**src/rtl/ch_measure_pkg.sv**
```systemverilog
// Shared types and widths for the equivalent-time channel measurement controller.
package ch_measure_pkg;

  localparam int unsigned V_W = 16;
  localparam int unsigned T_W = 10;

  typedef enum logic [3:0] {
    IDLE,
    SET_THR,
    WAIT_RDY_LO,
    WAIT_RDY_HI,
    STB_REQ,
    STB_SETTLE,
    STB_REL,
    EVAL,
    EMIT,
    NEXT,
    DONE
  } state_e;

  // One captured waveform point: voltage code and the delay code it was taken at.
  typedef struct packed {
    logic [V_W-1:0] v;
    logic [T_W-1:0] t;
  } point_t;

endpackage

```
**src/rtl/sync_ff.sv**
```systemverilog
// Generic multi-flop synchronizer for a single asynchronous bit; STAGES must be >= 2.
module sync_ff #(
  parameter int unsigned STAGES = 2
) (
  input  logic clk_i,
  input  logic arst_i,
  input  logic d_i,
  output logic q_o
);

  logic [STAGES-1:0] sync_q;
  logic [STAGES-1:0] sync_d;

  // Shift the asynchronous input one stage per clock.
  always_comb begin
    sync_d = {sync_q[STAGES-2:0], d_i};
  end

  // Synchronizer flops.
  always_ff @(posedge clk_i or negedge arst_i) begin
    if (!arst_i) sync_q <= '0;
    else         sync_q <= sync_d;
  end

  assign q_o = sync_q[STAGES-1];

endmodule

```
**src/rtl/ch_measure_ctrl.sv**
```systemverilog
// Threshold-ramp controller: per delay code, ramps the DAC and strobes the comparator
// until the signal drops below the threshold, then emits one (time, voltage) point.
module ch_measure_ctrl
  import ch_measure_pkg::*;
#(
  parameter int unsigned SYNC_STAGES = 2,
  parameter int unsigned CMP_SETTLE  = 2
) (
  input  logic           clk_i,
  input  logic           arst_i,
  input  logic           run_i,
  input  logic [V_W-1:0] threshold_delta_i,
  input  logic [T_W-1:0] d_code_delta_i,
  output logic [V_W-1:0] threshold_o,
  output logic           threshold_wre_o,
  input  logic           threshold_rdy_i,
  input  logic           cmp_out_i,
  output logic           stb_req_o,
  input  logic           stb_valid_i,
  output logic [T_W-1:0] d_code_o,
  output logic           point_rdy_o,
  output logic [V_W-1:0] point_v_o,
  output logic [T_W-1:0] point_t_o
);

  localparam int unsigned CNT_W = (CMP_SETTLE > 1) ? $clog2(CMP_SETTLE) : 1;

  logic rdy_s, cmp_s, valid_s;

  sync_ff #(.STAGES(SYNC_STAGES)) u_sync_rdy (
    .clk_i(clk_i), .arst_i(arst_i), .d_i(threshold_rdy_i), .q_o(rdy_s));
  sync_ff #(.STAGES(SYNC_STAGES)) u_sync_cmp (
    .clk_i(clk_i), .arst_i(arst_i), .d_i(cmp_out_i), .q_o(cmp_s));
  sync_ff #(.STAGES(SYNC_STAGES)) u_sync_vld (
    .clk_i(clk_i), .arst_i(arst_i), .d_i(stb_valid_i), .q_o(valid_s));

  state_e         state_q, state_d;
  logic [V_W-1:0] thr_q, thr_d;
  logic [V_W-1:0] last_v_q, last_v_d;
  logic [T_W-1:0] d_code_q, d_code_d;
  logic           cmp_q, cmp_d;
  logic [CNT_W-1:0] cnt_q, cnt_d;
  point_t         pt_q, pt_d;
  logic           wre_q, wre_d;
  logic           req_q, req_d;
  logic           prdy_q, prdy_d;

  logic [V_W-1:0] thr_step;
  logic [T_W-1:0] code_step;
  logic [V_W:0]   thr_sum;
  logic [T_W:0]   code_sum;
  logic           busy;

  // Step sizes (zero treated as one) and carry-extended sums for overflow detection.
  always_comb begin
    thr_step  = (threshold_delta_i == '0) ? V_W'(1) : threshold_delta_i;
    code_step = (d_code_delta_i == '0) ? T_W'(1) : d_code_delta_i;
    thr_sum   = {1'b0, thr_q} + {1'b0, thr_step};
    code_sum  = {1'b0, d_code_q} + {1'b0, code_step};
    busy      = (state_q != IDLE) && (state_q != DONE);
  end

  // Next-state and datapath updates; dropping run_i while busy aborts to IDLE.
  always_comb begin
    state_d  = state_q;
    thr_d    = thr_q;
    last_v_d = last_v_q;
    d_code_d = d_code_q;
    cmp_d    = cmp_q;
    cnt_d    = cnt_q;
    pt_d     = pt_q;

    if (busy && !run_i) begin
      state_d = IDLE;
    end else begin
      case (state_q)
        IDLE: begin
          thr_d    = '0;
          last_v_d = '0;
          d_code_d = '0;
          if (run_i) state_d = SET_THR;
        end
        SET_THR:     state_d = WAIT_RDY_LO;
        WAIT_RDY_LO: if (!rdy_s) state_d = WAIT_RDY_HI;
        WAIT_RDY_HI: if (rdy_s) state_d = STB_REQ;
        STB_REQ: begin
          if (valid_s) begin
            cnt_d   = '0;
            state_d = STB_SETTLE;
          end
        end
        STB_SETTLE: begin
          if (cnt_q == CNT_W'(CMP_SETTLE - 1)) begin
            cmp_d   = cmp_s;
            state_d = STB_REL;
          end else begin
            cnt_d = cnt_q + CNT_W'(1);
          end
        end
        STB_REL: if (!valid_s) state_d = EVAL;
        EVAL: begin
          pt_d.t = d_code_q;
          if (cmp_q && !thr_sum[V_W]) begin
            last_v_d = thr_q;
            thr_d    = thr_sum[V_W-1:0];
            state_d  = SET_THR;
          end else if (cmp_q) begin
            pt_d.v  = '1;
            state_d = EMIT;
          end else begin
            pt_d.v  = last_v_q;
            state_d = EMIT;
          end
          if (state_d != EMIT) pt_d = pt_q;
        end
        EMIT: state_d = NEXT;
        NEXT: begin
          if (code_sum[T_W]) begin
            state_d = DONE;
          end else begin
            d_code_d = code_sum[T_W-1:0];
            thr_d    = '0;
            last_v_d = '0;
            state_d  = SET_THR;
          end
        end
        DONE:    if (!run_i) state_d = IDLE;
        default: state_d = IDLE;
      endcase
    end

    wre_d  = (state_q == SET_THR) && (state_d == WAIT_RDY_LO);
    req_d  = (state_d == STB_REQ) || (state_d == STB_SETTLE);
    prdy_d = (state_d == EMIT);
  end

  // State and registered outputs.
  always_ff @(posedge clk_i or negedge arst_i) begin
    if (!arst_i) begin
      state_q  <= IDLE;
      thr_q    <= '0;
      last_v_q <= '0;
      d_code_q <= '0;
      cmp_q    <= 1'b0;
      cnt_q    <= '0;
      pt_q     <= '0;
      wre_q    <= 1'b0;
      req_q    <= 1'b0;
      prdy_q   <= 1'b0;
    end else begin
      state_q  <= state_d;
      thr_q    <= thr_d;
      last_v_q <= last_v_d;
      d_code_q <= d_code_d;
      cmp_q    <= cmp_d;
      cnt_q    <= cnt_d;
      pt_q     <= pt_d;
      wre_q    <= wre_d;
      req_q    <= req_d;
      prdy_q   <= prdy_d;
    end
  end

  assign threshold_o     = thr_q;
  assign threshold_wre_o = wre_q;
  assign stb_req_o       = req_q;
  assign d_code_o        = d_code_q;
  assign point_rdy_o     = prdy_q;
  assign point_v_o       = pt_q.v;
  assign point_t_o       = pt_q.t;

endmodule

```
**config.mk**
```make
export PLATFORM = sky130hd
export DESIGN_NAME = ch_measure_ctrl
export DESIGN_NICKNAME = d
export VERILOG_FILES = /design/src/rtl/ch_measure_pkg.sv /design/src/rtl/sync_ff.sv /design/src/rtl/ch_measure_ctrl.sv
export SDC_FILE = /design/constraint.sdc
export NUM_CORES = 1
export LEC_CHECK = 0
export ABC_AREA = 1
export BUFFER_PORTS_ARGS = -buffer_cell sky130_fd_sc_hd__buf_4
export CAP_MARGIN = 20
export CORE_ASPECT_RATIO = 1.1
export CORE_MARGIN = 2
export CORE_UTILIZATION = 31
export CTS_CLUSTER_DIAMETER = 50
export CTS_CLUSTER_SIZE = 8
export DETAILED_ROUTE_END_ITERATION = 8
export PLACE_DENSITY = 0.52
export SLEW_MARGIN = 15
export SYNTH_ARGS = -nofsm -noshare
export SYNTH_HDL_FRONTEND = slang
export SYNTH_HIERARCHICAL = 1
export SYNTH_SLANG_ARGS = --single-unit
```
**constraint.sdc**
```tcl
create_clock -name clk_i -period 2.27 [get_ports clk_i]
set_clock_uncertainty 0.1 [all_clocks]
set_input_delay 0.227 -clock clk_i [delete_from_list [all_inputs] [get_ports clk_i]]
set_output_delay 0.227 -clock clk_i [all_outputs]
set_load 0.005 [all_outputs]
```
==> impl_metrics.json <==
{
  "status": "finished with violations",
  "failed_checks": "negative setup slack",
  "final_common_cell": "buf_4",
  "critPathKind": "input port to flip-flop",
  "htreeDepth": 3,
  "cts-root-buf": "clkbuf_16",
  "avgSynthCellArea_um2": 8.10,
  "setup_viol": 58,
  "clk_pin_slew_ps": 60,
  "worst_pin_slew_ps": 556,
  "crit_buf_inv": 4,
  "antenna_cells": 0,
  "synth_area_leaders": "dfrtp_1 41%, nand2_1 11%, ha_1 6.4%, inv_1 5.8%, o21ai_2 5.5%",
  "cts_sinks": 83,
  "detail-route-antenna-nets": 0,
  "synth-edff-count": 0,
  "routed_wirelength_mm": 13.7,
  "crit_required_ps": 2400,
  "arrival_ps": 2470,
  "drc": 0,
  "core-area_um2": 16200,
  "crit_path_frequent_cell": "nand2_2",
  "power_leakage_nw": 3.74,
  "syn2layout_area_growth_pct": 40.9,
  "cp_top_family": "simple AND/OR/NAND/NOR gates",
  "slowest_stage": "nor4_4",
  "clk_path_buf_depth": 2,
  "power_mw": 5.54,
  "dp_slack_ps": -563,
  "syn_area_um2": 5080,
  "firstDrtPassIters": 4,
  "final_cell_mix": "140 x buf_4, 123 x nand2_1, 83 x dfrtp_1, 76 x inv_1, 41 x nor2_1",
  "fmax_mhz": 428,
  "layout_setup_ws_ps": -68.8,
  "drt-initial-drc-count": 183,
  "wl_per_cell_um": 14.2,
  "clock_latency_ps": 340,
  "start_util_pct": 31.4,
  "cellPowerDensity_nw_per_um2": 774,
  "grt_pass1_wl_mm": 22.0,
  "r2r_slack_ps": 60,
  "multi_input_area_um2": 2740,
  "synth-warning-count": 6,
  "register_area_um2": 2080,
  "nNetsFinal": 823,
  "antenna_found_initial": 0,
  "synth_top_area_share_pct": 40.9,
  "finalCriticalPeriod_ps": 2340,
  "numCtsBuffers": 9,
  "max-slew-margin-rel_pct": 62.9,
  "rsz0062_at_grt": "yes",
  "holdWs_ps": 183,
  "worstHoldPathType": "input port to flip-flop",
  "worstSetupEndpointType": "flip-flop",
  "worstPathMaxFanout": 13,
  "ir_worst_vdd_v": 0.000400,
  "ys.flop_type": "dfrtp_1",
  "cts_tree": "yes",
  "grt_pass1_vias": 4499,
  "yosysSeqAreaShare_pct": 40.9,
  "yosys.area.top_type": "dfrtp_1",
  "worstPathCellList": "buf_8 > nor4_4 > a41o_1 > ha_2 > inv_2 > fa_2 > inv_2 > nand2_2 > nand2_2 > nand3_2 > nand2_2 > nand2_4 > nand2_8 > nand3_4 > clkbuf_16 > nand2_1 > o21ai_1",
  "viasPerCell": 4.59,
  "drive_gt1_share_pct": 39.0,
  "dp.cells": 941,
  "ys_ff_latch": 83,
  "cp-start-kind": "input port",
  "grt_max_degree": 51,
  "max_cap_viol_count": 0,
  "hpwlAfterDp_mm": 10.1,
  "port_buffers": 86,
  "fin_crit_sh_pct": 103,
  "synth.distinct_cells": 45,
  "ys_async_sr_fraction_pct": 100,
  "fp.dieArea_um2": 17400,
  "final_cell_count_no_fill": 971,
  "grt-ovfl-total": 0,
  "hold_viol_final": 0,
  "pin_count": 87,
  "synth_nets": 687,
  "gp_congestion": 0.910,
  "std_cell_rows": 49,
  "die_w_um": 126,
  "cpPeakStageDelay_ps": 340,
  "die_h_um": 138,
  "synth_cells": 627,
  "fillers": 1639,
  "post-route-util_pct": 44.2,
  "slew_viol_final": 0,
  "num_vias": 4455,
  "grt_usage_pct": 15.3
}
## synthesized netlist by cell type, types with 2 or more instances
library cell and n:
fa_1 2, a31oi_1 2, xnor2_1 10, buf_6 3
nand3_1 26, clkbuf_1 24, ha_1 26, nand4_1 5
o21bai_1 2, a21oi_2 2, buf_8 3, nor2_2 3
o21a_1 2, inv_2 8, nor2_4 4, o22ai_1 4
inv_1 78, a21o_1 2, o21ai_2 32, nand2_2 34
o21ai_1 30, buf_2 5, nand2_1 144, nand3_2 2
nor3_1 2, nor2_1 42, xor2_1 6, o21ai_0 8
nor4_1 6, dfrtp_1 83, a21oi_1 13
## power by group
group,total (mW),switching (mW),leakage [nW],internal [mW]
logic,2.08,1.14,2.54,0.936
registers,1.88,0.180,1.04,1.70
clock network,1.59,0.596,0.156,0.990
## flip-flops by register name, indices dropped and copies added, names as in the netlist
register,count
point_rdy_o,1
state_q,4
u_sync_cmp/sync_q,2
cmp_q,1
stb_req_o,1
u_sync_rdy/sync_q,2
point_t_o,10
threshold_wre_o,1
d_code_o,10
last_v_q,16
threshold_o,16
cnt_q,1
u_sync_vld/sync_q,2
point_v_o,16
## area by class of cell
class                   count  area share (%)
clock buffers              11            3.39
clock inverters             4            1.03
well taps                 204            3.57
flip-flops and latches     83            29.0
multi-input cells         421            38.3
repair buffers            161            19.9
inverters                  87            4.77
## per-stage QoR
stage          TNS [ps]  area, µm²
2_1_floorplan      -799       5120
3_3_place_gp     -35130       6340
3_5_place_dp     -33110       6340
4_1_cts            -965       6750
5_1_grt           -7680       7160
6_report          -1840       7160
## worst paths after layout
path	cells after the start	from	end
min in group asynchronous	2	arst_i	point_t_o[3]
setup reg to reg	11	threshold_o[9]	threshold_o[11]
hold reg to reg	0	u_sync_cmp/sync_q[0]	u_sync_cmp/sync_q[1]
setup / recovery	17	threshold_delta_i[14]	point_v_o[13]
hold / removal	4	run_i	stb_req_o
max in group asynchronous	3	arst_i	threshold_o[15]
## kinds of logic (layout without fill, tap and decap cells)
family	count (synthesis)	in the layout	synth area share [%]
adders and majority gates	28	28	7.20
AOI/OAI and AO/OA	103	103	13.5
xor gates and xnor gates	16	16	2.76
buffers and inverters	123	263	10.4
DFF	83	83	40.9
and+or+nand+nor	273	273	25.0
muxes	1	1	0.222
## worst register-to-register path: cells and delay by family (launching register included)
kind | cells | cell delay (ps)
buffers and inverters | 1 | 240
flip-flops | 1 | 480
adder cells (fa/ha/maj) | 1 | 360
AND/OR/NAND/NOR | 8 | 870
AO/OA/AOI/OAI | 1 | 110
## per-layer routing
layer,global-route usage (%),up-vias,wire [µm]
li1,-,2263,-
met1,20.6,2070,6270
met2,25.0,104,6720
met3,2.28,18,472
met4,5.49,0,274
met5,0,-,0
## timing repair
action	CTS	global route
pin swaps	0	3
endpoints found under the hold margin	42	0
hold buffers	4	0
cloned	0	8
setup endpoints to repair	61	62
buffers inserted	1	3
resized for setup	7	58
Note: power is estimated with default switching activity, not from simulation.
